===== src/rtl/comb_lock_fsm_pkg.sv =====
// Shared types and default constants for the sequential combination lock.
package lock_pkg;

    typedef enum logic [1:0] {
        ENTRY   = 2'd0,
        OPEN    = 2'd1,
        FAIL    = 2'd2,
        LOCKOUT = 2'd3
    } lock_state_t;

    localparam int unsigned DEF_NUM_DIGITS     = 3;
    localparam int unsigned DEF_DIGIT_W        = 4;
    localparam int unsigned DEF_MAX_ATTEMPTS   = 3;
    localparam int unsigned DEF_LOCKOUT_CYCLES = 500;
    localparam logic [11:0] DEF_RESET_COMB     = 12'ha15;

    // Width of a digit index; a single-digit lock still gets one bit.
    function automatic int unsigned idx_width(input int unsigned n);
        return (n > 1) ? $clog2(n) : 1;
    endfunction

endpackage


===== src/rtl/comb_lock_fsm_if.sv =====
// Keypad-side and status-side signals of the combination lock.
interface comb_lock_fsm_if
    import lock_pkg::*;
#(
    parameter int unsigned NUM_DIGITS   = DEF_NUM_DIGITS,
    parameter int unsigned DIGIT_W      = DEF_DIGIT_W,
    parameter int unsigned MAX_ATTEMPTS = DEF_MAX_ATTEMPTS
);
    localparam int unsigned COMB_W = NUM_DIGITS * DIGIT_W;
    localparam int unsigned IDX_W  = idx_width(NUM_DIGITS);
    localparam int unsigned ATT_W  = $clog2(MAX_ATTEMPTS + 1);

    logic               key_valid;
    logic [DIGIT_W-1:0] key_digit;
    logic               clear;
    logic               load_comb;
    logic [COMB_W-1:0]  comb_in;
    logic               unlocked;
    logic               error;
    logic               locked_out;
    logic [IDX_W-1:0]   digit_idx;
    logic [ATT_W-1:0]   attempts_left;

    modport master (
        output key_valid, key_digit, clear, load_comb, comb_in,
        input  unlocked, error, locked_out, digit_idx, attempts_left
    );

    modport slave (
        input  key_valid, key_digit, clear, load_comb, comb_in,
        output unlocked, error, locked_out, digit_idx, attempts_left
    );

endinterface


===== src/rtl/comb_lock_fsm_lockout_timer.sv =====
// Loadable down-counter that times the lockout period.
module lockout_timer
    import lock_pkg::*;
#(
    parameter int unsigned CYCLES = DEF_LOCKOUT_CYCLES
) (
    input  logic hz100,
    input  logic reset,
    input  logic load,
    input  logic count,
    output logic busy,
    output logic done
);
    localparam int unsigned CNT_W = $clog2(CYCLES + 1);

    logic [CNT_W-1:0] count_q;

    // Load takes priority; otherwise count down while enabled and non-zero.
    always_ff @(posedge hz100) begin
        if (reset) begin
            count_q <= '0;
        end else if (load) begin
            count_q <= CNT_W'(CYCLES);
        end else if (count && busy) begin
            count_q <= count_q - CNT_W'(1);
        end
    end

    // done marks the final counted cycle; the count reaches 0 on the next edge.
    assign busy = (count_q != '0);
    assign done = (count_q == CNT_W'(1));

endmodule


===== src/rtl/comb_lock_fsm.sv =====
// Sequential combination-lock checker with attempt counting and timed lockout.
module comb_lock_fsm
    import lock_pkg::*;
#(
    parameter int unsigned NUM_DIGITS                     = DEF_NUM_DIGITS,
    parameter int unsigned DIGIT_W                        = DEF_DIGIT_W,
    parameter int unsigned MAX_ATTEMPTS                   = DEF_MAX_ATTEMPTS,
    parameter int unsigned LOCKOUT_CYCLES                 = DEF_LOCKOUT_CYCLES,
    parameter logic [NUM_DIGITS*DIGIT_W-1:0] RESET_COMB   = DEF_RESET_COMB
) (
    input  logic            hz100,
    input  logic            reset,
    comb_lock_fsm_if.slave  bus
);
    localparam int unsigned COMB_W = NUM_DIGITS * DIGIT_W;
    localparam int unsigned IDX_W  = idx_width(NUM_DIGITS);
    localparam int unsigned ATT_W  = $clog2(MAX_ATTEMPTS + 1);
    localparam logic [IDX_W-1:0] LAST_IDX = IDX_W'(NUM_DIGITS - 1);
    localparam logic [ATT_W-1:0] ATT_MAX  = ATT_W'(MAX_ATTEMPTS);

    lock_state_t        state_q, state_d;
    logic [COMB_W-1:0]  comb_q, comb_d;
    logic [IDX_W-1:0]   idx_q, idx_d;
    logic               mm_q, mm_d;
    logic [ATT_W-1:0]   att_q, att_d;
    logic               unlocked_q, error_q, locked_out_q;

    logic [DIGIT_W-1:0] cur_digit;
    logic               digit_miss;
    logic               timer_load, timer_busy, timer_done;

    // Stored digit the keypad is expected to match next.
    assign cur_digit = comb_q[32'(idx_q) * DIGIT_W +: DIGIT_W];

    assign timer_load = (state_q == FAIL) && (state_d == LOCKOUT);

    lockout_timer #(
        .CYCLES (LOCKOUT_CYCLES)
    ) u_timer (
        .hz100 (hz100),
        .reset (reset),
        .load  (timer_load),
        .count (state_q == LOCKOUT),
        .busy  (timer_busy),
        .done  (timer_done)
    );

    // State, combination, entry progress and attempt counter registers.
    always_ff @(posedge hz100) begin
        if (reset) begin
            state_q      <= ENTRY;
            comb_q       <= RESET_COMB;
            idx_q        <= '0;
            mm_q         <= 1'b0;
            att_q        <= ATT_MAX;
            unlocked_q   <= 1'b0;
            error_q      <= 1'b0;
            locked_out_q <= 1'b0;
        end else begin
            state_q      <= state_d;
            comb_q       <= comb_d;
            idx_q        <= idx_d;
            mm_q         <= mm_d;
            att_q        <= att_d;
            unlocked_q   <= (state_d == OPEN);
            error_q      <= (state_d == FAIL);
            locked_out_q <= (state_d == LOCKOUT);
        end
    end

    // Next-state and next-register logic.
    always_comb begin
        state_d    = state_q;
        comb_d     = comb_q;
        idx_d      = idx_q;
        mm_d       = mm_q;
        att_d      = att_q;
        digit_miss = 1'b0;

        unique case (state_q)
            ENTRY: begin
                if (bus.clear) begin
                    idx_d = '0;
                    mm_d  = 1'b0;
                end else if (bus.key_valid) begin
                    digit_miss = (bus.key_digit != cur_digit);
                    if (idx_q == LAST_IDX) begin
                        idx_d = '0;
                        mm_d  = 1'b0;
                        if (mm_q || digit_miss) begin
                            state_d = FAIL;
                            if (att_q != '0) begin
                                att_d = att_q - ATT_W'(1);
                            end
                        end else begin
                            state_d = OPEN;
                        end
                    end else begin
                        idx_d = idx_q + IDX_W'(1);
                        mm_d  = mm_q | digit_miss;
                    end
                end
            end
            FAIL: begin
                state_d = (att_q == '0) ? LOCKOUT : ENTRY;
            end
            LOCKOUT: begin
                if (timer_done || !timer_busy) begin
                    state_d = ENTRY;
                    att_d   = ATT_MAX;
                end
            end
            OPEN: begin
                if (bus.load_comb) begin
                    comb_d = bus.comb_in;
                end
                if (bus.clear) begin
                    state_d = ENTRY;
                    att_d   = ATT_MAX;
                end
            end
            default: begin
                state_d = ENTRY;
            end
        endcase
    end

    assign bus.unlocked      = unlocked_q;
    assign bus.error         = error_q;
    assign bus.locked_out    = locked_out_q;
    assign bus.digit_idx     = idx_q;
    assign bus.attempts_left = att_q;

endmodule

===== src/flat_wrapper.sv =====
// flat-port wrapper written by rule: the top's interface ports become plain ports
module comb_lock_fsm_flat import lock_pkg::*;
#(
    parameter int unsigned NUM_DIGITS                     = DEF_NUM_DIGITS,
    parameter int unsigned DIGIT_W                        = DEF_DIGIT_W,
    parameter int unsigned MAX_ATTEMPTS                   = DEF_MAX_ATTEMPTS,
    parameter int unsigned LOCKOUT_CYCLES                 = DEF_LOCKOUT_CYCLES,
    parameter logic [NUM_DIGITS*DIGIT_W-1:0] RESET_COMB   = DEF_RESET_COMB
)
  (hz100, reset, bus_key_valid, bus_key_digit, bus_clear, bus_load_comb, bus_comb_in, bus_unlocked, bus_error, bus_locked_out, bus_digit_idx, bus_attempts_left);
  comb_lock_fsm_if #(.NUM_DIGITS(NUM_DIGITS), .DIGIT_W(DIGIT_W), .MAX_ATTEMPTS(MAX_ATTEMPTS)) bus_i ();
  input  logic hz100;
  input  logic reset;
  input wire logic [$bits(bus_i.key_valid)-1:0] bus_key_valid;
  input wire logic [$bits(bus_i.key_digit)-1:0] bus_key_digit;
  input wire logic [$bits(bus_i.clear)-1:0] bus_clear;
  input wire logic [$bits(bus_i.load_comb)-1:0] bus_load_comb;
  input wire logic [$bits(bus_i.comb_in)-1:0] bus_comb_in;
  output wire logic [$bits(bus_i.unlocked)-1:0] bus_unlocked;
  output wire logic [$bits(bus_i.error)-1:0] bus_error;
  output wire logic [$bits(bus_i.locked_out)-1:0] bus_locked_out;
  output wire logic [$bits(bus_i.digit_idx)-1:0] bus_digit_idx;
  output wire logic [$bits(bus_i.attempts_left)-1:0] bus_attempts_left;
  assign bus_i.key_valid = bus_key_valid;
  assign bus_i.key_digit = bus_key_digit;
  assign bus_i.clear = bus_clear;
  assign bus_i.load_comb = bus_load_comb;
  assign bus_i.comb_in = bus_comb_in;
  assign bus_unlocked = bus_i.unlocked;
  assign bus_error = bus_i.error;
  assign bus_locked_out = bus_i.locked_out;
  assign bus_digit_idx = bus_i.digit_idx;
  assign bus_attempts_left = bus_i.attempts_left;
  comb_lock_fsm #(.NUM_DIGITS(NUM_DIGITS), .DIGIT_W(DIGIT_W), .MAX_ATTEMPTS(MAX_ATTEMPTS), .LOCKOUT_CYCLES(LOCKOUT_CYCLES), .RESET_COMB(RESET_COMB)) u_core (.hz100(hz100), .reset(reset), .bus(bus_i));
endmodule

===== config.mk =====
export PLATFORM = sky130hd
export DESIGN_NAME = comb_lock_fsm_flat
export DESIGN_NICKNAME = d
export VERILOG_FILES = /design/src/rtl/comb_lock_fsm_pkg.sv /design/src/rtl/comb_lock_fsm_if.sv /design/src/rtl/comb_lock_fsm_lockout_timer.sv /design/src/rtl/comb_lock_fsm.sv /design/src/flat_wrapper.sv
export SDC_FILE = /design/constraint.sdc
export NUM_CORES = 1
export LEC_CHECK = 0
export BUFFER_PORTS_ARGS = -buffer_cell sky130_fd_sc_hd__buf_2
export CORE_ASPECT_RATIO = 0.8
export CORE_UTILIZATION = 54
export CTS_CLUSTER_SIZE = 8
export DETAILED_ROUTE_END_ITERATION = 10
export GPL_ROUTABILITY_DRIVEN = 0
export PLACE_DENSITY = 0.76
export SLEW_MARGIN = 10
export SYNTH_ARGS = -nofsm -noshare
export SYNTH_HDL_FRONTEND = slang
export SYNTH_SLANG_ARGS = --single-unit

===== constraint.sdc =====
create_clock -name hz100 -period 2.8 [get_ports hz100]
set_input_delay 0.28 -clock hz100 [delete_from_list [all_inputs] [get_ports hz100]]
set_output_delay 0.28 -clock hz100 [all_outputs]
set_load 0.005 [all_outputs]

---- Yosys cells after proc, flatten, opt, wreduce, memory -nomap -nowiden ----
Cells that the tools add are included.
W data, S select, Z words.
word-level totals
  register bits ........................... 31
  output and inout bits ................... 7
  logic and storage cells ................. 71
operators by class
  add/sub/neg operators ................... 3
  eq/ne operators ......................... 16
  shifts and indexed selects .............. 1
  muxes and demuxes ....................... 24
  bitwise operators ....................... 1
  reductions and logical operators ........ 16
operators by type and width
  kind                   number
  $mux W2                17
  $mux W9                2
  $shiftx A12 B5 Y4      1
  $eq A2 B2 Y1 const B   5
  $eq A9 B1 Y1 const B   1
  $reduce_bool A9 Y1     1
  $sub A9 B1 Y9 const B  1
  $ne A2 B1 Y1 const B   4
  $pmux W2 S4            1
  $reduce_and A8 Y1      1
  $ne A2 B2 Y1 const B   3
  $pmux W2 S3            1
  $reduce_bool A2 Y1     3
  $eq A2 B1 Y1 const B   2
  $logic_not A2 Y1       2
  $ne A4 B4 Y1           1
  $reduce_and A2 Y1      2
  $mux W1                3
  $reduce_bool A3 Y1     1
  $add A2 B1 Y2 const B  1
  $logic_and A1 B1 Y1    2
  $logic_or A1 B1 Y1     2
  $reduce_or A2 Y1       1
  $sub A2 B1 Y2 const B  1
  other kinds (2)        2

---- Logic depth before layout (Yosys ltp) ----
Gate-level depths: netlist of the first run.
  depth in word-level cells ............... 11
  depth in mapped cells ................... 8
  mapped depth without buffers ............ 7

---- Cells and area by module ----
Synthesis of the first run repeated with hierarchy kept, for this count alone.
second synthesis, totals
  cells, all modules ...................... 201
  area total of the unflattened synthesis .. 1671.6 µm²
by module, submodules not included
  module         instances  cells an instance  area an instance (µm²)
  comb_lock_fsm  1          145                1186.1
  lockout_timer  1          56                 485.5

---- Worst setup path after synthesis of the first run ----
Ideal clock, no wire load.
  kind .................................... flip-flop to flip-flop
  from .................................... register u_core.idx_q[0], in the netlist u_core.bus.digit_idx[0]
  to ...................................... register u_core.att_q[1], in the netlist u_core.bus.attempts_left[1]
  library setup time ...................... 129 ps
  data arrival time ....................... 1874 ps
  required time ........................... 2671 ps
  setup slack ............................. 797 ps
  stages on the path, launching flop included .. 9
  cells stage by stage .................... dfxtp_1 > buf_6 > mux2i_1 > o21ai_0 > xor2_1 > or4_1 > buf_2 > nor4b_1 > a211oi_1
between the ends
  word-level cells in the longest chain between the ends .. 5
  elaborated cells on any way between the ends .. 7
ends and longest elaborated chain
  item                             RTL line             RTL
  start, declared                  comb_lock_fsm.sv:23  logic [IDX_W-1:0] idx_q, idx_d;
  start signal, assigned           comb_lock_fsm.sv:62  idx_q <= idx_d;
  $shiftx A12 B5 Y4                comb_lock_fsm.sv:33  assign cur_digit = comb_q[32'(idx_q) * DIGIT_W +: DIGIT_W];
  $ne A4 B4 Y1                     comb_lock_fsm.sv:86  digit_miss = (bus.key_digit != cur_digit);
  $logic_or A1 B1 Y1               comb_lock_fsm.sv:90  if (mm_q || digit_miss) begin
  $ne A2 B1 Y1 (no line)           n/a
  $reduce_and A8 Y1 (no line) (*)  n/a
  end signal, assigned             comb_lock_fsm.sv:64  att_q <= att_d;
  end, declared                    comb_lock_fsm.sv:25  logic [ATT_W-1:0] att_q, att_d;
Mark *: on every way between the ends. The rest lies on a longest branch, timed or not.
A chain may end at the register's enable or synchronous reset.

---- Worst setup path in the final report of the first run ----
Same ends and word-level chain as after synthesis.

==> summary.txt, run 1 <==
Run status
  – Outcome: complete, no violations

Yosys
  – Syn Inst Count: 185
  – Synth area leaders: dfxtp_1 41%, nand2_1 6.9%, a21oi_1 4.9%
  – Compound-gate portion of the synthesized area: 0.136
  – Synth Area in Simple Gates: 0.272
  – Library cells used by synthesis: 39
  – Top cell type's share of synthesized area: 0.406
  – Synth warn: 0
  – Multiplexer share of the synthesized area: 0.0401
  – Post-Syn Nets: 210
  – Synth top cells by count: 31 x dfxtp_1, 28 x nand2_1, 16 x nor2_1, 15 x a21oi_1, 11 x nor3_1
  – Post-Synth XOR/XNOR Area: 0.0630
  – Post-synth top flop: dfxtp_1
  – Synth Area in Adders: 0.0327
  – Largest family of logic cells by synthesized area: simple AND/OR/NAND/NOR gates
  – Post-synth EDFFs: 0
  – Dominant cell by count in the synthesized netlist: dfxtp_1
  – Asr flop ratio synth: 0
  – Syn Area/Cell: 8.27 µm²
  – Post-synth design cell area: 0.00153 mm²
  – Area leader, netlist: dfxtp_1
  – Number of synthesized register bits: 31
  – Register area share after synthesis: 0.406

Hold path
  – Worst Hold Class: in2reg
  – Worst hold start: bus_comb_in[9]

Timing
  – FMAX: 430 MHz
  – Hold slack: 0.160 ns
  – Sum of negative setup slack: 0 ns
  – Tightest Pin Transition: 0.551 ns
  – PnR worst setup slack: 0.477 ns
  – Count of pins over their slew limit: 0
  – Final Hold Viols: 0
  – RSZ-0062 raised after global routing: false
  – Max-slew headroom: 0.633
  – Min cycle time layout: 2.32 ns
  – # setup viols final: 0
  – Clock skew after layout: 0.0137 ns
  – Final worst path period share: 0.830

Floorplanning
  – Die span in x: 61.5 µm
  – Row count: 16
  – Die ar.: 0.00305 mm²
  – Placeable Area: 0.00256 mm²
  – Initial Util: 0.597
  – I/O pins: 28
  – Die Y-Extent: 49.6 µm

Clock network
  – H-tree Lvls: 2
  – Post CTS Setup Buffer Count: 0
  – CTS Hold Bufs: 0
  – Worst-skew pair later-pin latency: 0.34 ns
  – Clock Root Buffer: clkbuf_4
  – Clk sinks: 31
  – CTS Buf Count: 5
  – Post-CTS Resized: 0
  – Clock Path Buffers: 2
  – Clk pin slew, worst setup/hold paths: 0.09 ns
  – CTS tree: yes

Global routing
  – Vias in the first global route: 1,307
  – GRT Overall Usage: 0.241
  – GRT overflow: 0
  – Initial antenna violation count: 0
  – Largest net degree at the start of global routing: 33
  – Global-route wire length before repair: 5480 µm

Placement
  – DP Area: 0.00166 mm²
  – Placement Setup Slack: 0.494 ns
  – Port Buffers: 27
  – Detailed Place HPWL: 2230 µm
  – # placed instances: 238

Run
  – MaxCap Viol Count: 0

Power and ir drop
  – Lkg Pwr: 0.000688 µW
  – Power Density: 423 mW/mm²
  – Worst vdd ir: 0.273 mV

Route
  – DRT Pass-1 Iters: 4
  – Mean number of vias per cell: 5.54
  – Detailed-route DRC error count: 0
  – Per-cell routed wire length: 12.6 µm
  – Detailed Route Iter0 Violations: 100
  – Via count: 1,352
  – Routed WL: 3080 µm
  – Final antenna-violating net count: 0

Critical path
  – Critical path peak fanout: 12
  – R2r endpoint: u_core.bus.attempts_left[1]$_SDFFE_PP1P_
  – Startpoint types: flop
  – Worst Reg-to-Reg Cells: 6
  – Worst setup startpoint: u_core.bus.digit_idx[0]$_SDFFE_PP0P_
  – Reg-to-reg startpoint: u_core.bus.digit_idx[0]$_SDFFE_PP0P_
  – Worst Setup EP: u_core.bus.attempts_left[1]$_SDFFE_PP1P_
  – Critical Path End Type: flop
  – Worst Setup Path Type: reg2reg
  – CP arrival: 2.54 ns
  – WP data required: 3.01 ns
  – FF-to-FF setup slack: 0.48 ns

Cells and area
  – Layout cells sized above 1: 0.178
  – Antenna Cells: 0
  – Synth-to-Final Area Change: 11.4%
  – Non-filler instance count after layout: 244
  – Fill count: 236
  – Layout Nets: 234
  – Post-route cell area: 0.00170 mm²
-- critical path, cell delays in order (launching register included) --
cell and delay, ns:
dfxtp_1 0.60, mux2i_1 0.25, o21ai_0 0.11, xor2_1 0.15
or4_1 0.69, nor4b_1 0.33, a211oi_1 0.07
-- final cells by class --
| cell class | count | area (µm²) | share of cell area |
|---|---|---|---|
| inverters | 8 | 30.0 | 0.0176 |
| well taps | 36 | 45.0 | 0.0264 |
| flip-flops and latches | 31 | 621 | 0.364 |
| repair buffers | 27 | 135 | 0.0793 |
| clock buffers | 6 | 41.3 | 0.0242 |
| multi-input cells | 136 | 832 | 0.488 |
-- cells in the final DEF, fill, tap and decap left out, drive strengths merged, types with 2 or more instances in the layout --
cell type,instances
dfxtp,31
nand2,28
buf,27
nor2,16
a21oi,15
nor3,12
nand3b,10
inv,8
xnor2,6
clkbuf,6
xor2,5
mux2i,5
o21ai,4
ha,4
or2,3
a211oi,3
a311oi,3
a22oi,2
or4,2
-- metrics by stage --
stage	total power, µW	util
after floorplan	482	-
after global placement	500	0.649
after detailed placement	501	0.649
after CTS	729	0.665
after global routing	755	0.665
final	721	0.665
-- kinds of logic after synthesis --
family,after synthesis
buf+inv,18
xor+xnor,11
simple gates,82
compound gates,33
fa+ha+maj,4
mux,6
flops,31
-- metal layers --
metal / up-vias / global-route usage / share of wire
met5: - / 0 / 0
met4: 0 / 0.0963 / 0.014
met3: 6 / 0.0761 / 0.062
met2: 40 / 0.357 / 0.43
met1: 615 / 0.321 / 0.49
li1: 691 / - / -
-- flip-flops by register name (all words and copies together), names as in the netlist --
| name | flops |
|---|---|
| u_core.comb_q | 12 |
| u_core.bus.locked_out | 1 |
| u_core.mm_q | 1 |
| u_core.bus.error | 1 |
| u_core.bus.attempts_left | 2 |
| u_core.state_q | 2 |
| u_core.bus.unlocked | 1 |
| u_core.bus.digit_idx | 2 |
| u_core.u_timer.count_q | 9 |
-- how the worst min path moves through the flow --
stage | end | slack, ns | depth (start not counted)
6_report | u_core.comb_q[9]$_SDFFE_PP1P_ | 0.16 | 3
3_3_place_gp | u_core.comb_q[3]$_SDFFE_PP0P_ | 0.44 | 2
4_1_cts | u_core.comb_q[9]$_SDFFE_PP1P_ | 0.15 | 3
5_1_grt | u_core.comb_q[0]$_SDFFE_PP1P_ | 0.16 | 3
2_1_floorplan | u_core.comb_q[0]$_SDFFE_PP1P_ | 0.40 | 2
3_5_place_dp | u_core.comb_q[3]$_SDFFE_PP0P_ | 0.45 | 2
-- power breakdown --
part           internal (µW)  leakage, µW  switching [µW]
Combinational           22.8     0.000414            21.9
Clock                   89.0    0.0000242             140
Sequential               443     0.000250            4.27
Total                    554     0.000688             166
No activity file was read; power rests on OpenSTA's default activity.
==> inputs of run 2 (changes only) <==
==> constraint.sdc (replaced) <==
create_clock -name hz100 -period 2.35 [get_ports hz100]
set_input_delay 0.235 -clock hz100 [delete_from_list [all_inputs] [get_ports hz100]]
set_output_delay 0.235 -clock hz100 [all_outputs]
set_load 0.005 [all_outputs]
==> summary.txt, run 2 (synthesized netlist as in run 1, its figures left out) <==
Route
  – DRT Pass-1 Iters: 5 (was 4)
  – Mean number of vias per cell: 5.61 (was 5.54)
  – Met2 Wirelength: 1500 µm (was 1340 µm)
  – Met1 wire length: 1550 µm (was 1510 µm)
  – Per-cell routed wire length: 13.2 µm (was 12.6 µm)
  – Met3 wire len: 163 µm (was 192 µm)
  – Final antenna-violating net count: 0 (unchanged)
  – Top Metal Used: met4 (unchanged)
  – Detailed-route DRC error count: 0 (unchanged)
  – Routed WL: 3250 µm (was 3080 µm)
  – Via count: 1,381 (was 1,352)
  – Detailed Route Iter0 Violations: 87 (was 100)

Critical path
  – Critical path peak fanout: 12 (unchanged)
  – WP data required: 2.57 ns (was 3.01 ns)
  – Worst-path cell chain: mux2i_1 -> o21ai_0 -> xor2_1 -> or4_1 -> nor4b_1 -> a211oi_1 (unchanged)
  – Critical path's largest stage delay: 0.70 ns (was 0.69 ns)
  – Worst Setup Path Type: reg2reg (unchanged)
  – Reg-to-reg startpoint: u_core.bus.digit_idx[0]$_SDFFE_PP0P_ (unchanged)
  – Worst setup startpoint: u_core.bus.digit_idx[0]$_SDFFE_PP0P_ (unchanged)
  – Critical Path End Type: flop (unchanged)
  – Startpoint types: flop (unchanged)
  – Slowest cell on the critical path: or4_1 (unchanged)
  – CP arrival: 2.45 ns (was 2.54 ns)

Global routing
  – Global-route wire length before repair: 5380 µm (was 5480 µm)
  – Largest net degree at the start of global routing: 33 (unchanged)
  – GRT Overall Usage: 0.245 (was 0.241)
  – Vias in the first global route: 1,252 (was 1,307)
  – Initial antenna violation count: 0 (unchanged)
  – GRT overflow: 0 (unchanged)

Floorplanning
  – Placeable Area: 0.00256 mm² (unchanged)
  – I/O pins: 28 (unchanged)
  – Initial Util: 0.597 (unchanged)
  – Die ar.: 0.00305 mm² (unchanged)
  – Die Y-Extent: 49.6 µm (unchanged)
  – Die span in x: 61.5 µm (unchanged)
  – Row count: 16 (unchanged)

Timing
  – FMAX: 448 MHz (was 430 MHz)
  – Max-slew headroom: 0.640 (was 0.633)
  – PnR worst setup slack: 0.117 ns (was 0.477 ns)
  – Tightest Pin Transition: 0.540 ns (was 0.551 ns)
  – RSZ-0062 raised after global routing: false (unchanged)
  – # setup viols final: 0 (unchanged)
  – Min cycle time layout: 2.23 ns (was 2.32 ns)
  – Count of pins over their slew limit: 0 (unchanged)
  – Final worst path period share: 0.950 (was 0.830)
  – Hold slack: 0.102 ns (was 0.160 ns)
  – Clock skew after layout: 0.0121 ns (was 0.0137 ns)
  – Final Hold Viols: 0 (unchanged)

Placement
  – Port Buffers: 27 (unchanged)
  – Placement Setup Slack: -0.00399 ns (was 0.494 ns)
  – Detailed Place HPWL: 2300 µm (was 2230 µm)

Clock network
  – CTS Hold Bufs: 0 (unchanged)
  – Worst-skew pair later-pin latency: 0.34 ns (about the same)
  – Post CTS Setup Buffer Count: 0 (unchanged)
  – CTS tree: yes (unchanged)
  – Clk pin slew, worst setup/hold paths: 0.09 ns (about the same)
  – Clock Root Buffer: clkbuf_4 (unchanged)
  – H-tree Lvls: 2 (unchanged)
  – Post-CTS Resized: 1 (was 0)
  – Clock Path Buffers: 2 (unchanged)
  – CTS Buf Count: 5 (unchanged)
  – Clk sinks: 31 (unchanged)

Cells and area
  – Top Registers: u_core.comb_q: 12 flops, u_core.u_timer.count_q: 9 flops (unchanged)
  – Synth-to-Final Area Change: 12.0% (was 11.4%)
  – Antenna Cells: 0 (unchanged)
  – Most frequent cells in the layout: 30 x dfxtp_1, 28 x nand2_1, 27 x buf_2, 16 x nor2_1, 15 x a21oi_1 (was 31 x dfxtp_1, 28 x nand2_1, 27 x buf_2, 16 x nor2_1, 15 x a21oi_1)
  – Largest register FFs: 12 (unchanged)
  – Layout cells sized above 1: 0.186 (was 0.178)
  – Largest reg by FF count: u_core.comb_q (unchanged)
  – Fill count: 247 (was 236)
  – Layout Nets: 234 (unchanged)
  – Most common cell after layout, fill and taps aside: dfxtp_1 (unchanged)

Hold path
  – Worst Hold Class: in2reg (unchanged)
  – Worst hold start: bus_comb_in[4] (was bus_comb_in[9])

Power and ir drop
  – Lkg Pwr: 0.000694 µW (was 0.000688 µW)
  – Power Density: 515 mW/mm² (was 423 mW/mm²)
  – Worst vdd ir: 0.339 mV (was 0.273 mV)

Run status
  – Outcome: complete, no violations (unchanged)

Run
  – MaxCap Viol Count: 0 (unchanged)
[run 2: cell count changes in the layout (fill, tap and decap cells not counted), sizes merged]
cell    delta
clkbuf     +1
clkinv     +1
[run 2: where the power goes]
group,switching (µW),total (µW),internal [µW]
clock,178,295,116
sequential,5.59,533,528
combinational,27.0,54.1,27.2
total,211,882,671
[run 2: worst max-delay path: cells and delay by family (launching register included)]
family          cells  cell delay, ns
xor+xnor            1            0.16
compound gates      2            0.18
mux                 1            0.25
flops               1            0.50
simple gates        2            1.03
[run 2: path summary, 6_finish.rpt]
check,endpoint,cells past startpoint,slack [ns]
setup / recovery,u_core.bus.attempts_left[1]$_SDFFE_PP1P_,6,0.12
hold / removal,u_core.comb_q[4]$_SDFFE_PP1P_,3,0.10
setup reg to reg,u_core.bus.attempts_left[1]$_SDFFE_PP1P_,6,0.12
hold reg to reg,u_core.comb_q[5]$_SDFFE_PP0P_,2,0.46
[run 2: metal layers]
metal | track usage | up-vias
li1 | - | 692
met1 | 0.309 | 634
met2 | 0.364 | 48
met3 | 0.0840 | 7
met4 | 0.122 | 0
met5 | 0 | -
[run 2: area by class of cell]
type / count / area (µm²) / share of cell area
multi-input cells: 136 / 832 / 0.485
flip-flops and latches: 31 / 622 / 0.363
repair buffers: 27 / 135 / 0.0788
clock buffers: 7 / 45.0 / 0.0263
well taps: 36 / 45.0 / 0.0263
inverters: 8 / 30.0 / 0.0175
clock inverters: 1 / 5.00 / 0.00292
[run 2: metrics by stage]
step,util,total power [µW],std cells,cell area [µm²],TNS (ns)
final,0.669,882,246,1710,0
after global routing,0.669,923,246,1710,0
after CTS,0.669,894,246,1710,0
after detailed placement,0.649,598,238,1660,-0.00399
after global placement,0.649,596,238,1660,0
after floorplan,-,575,185,1530,0
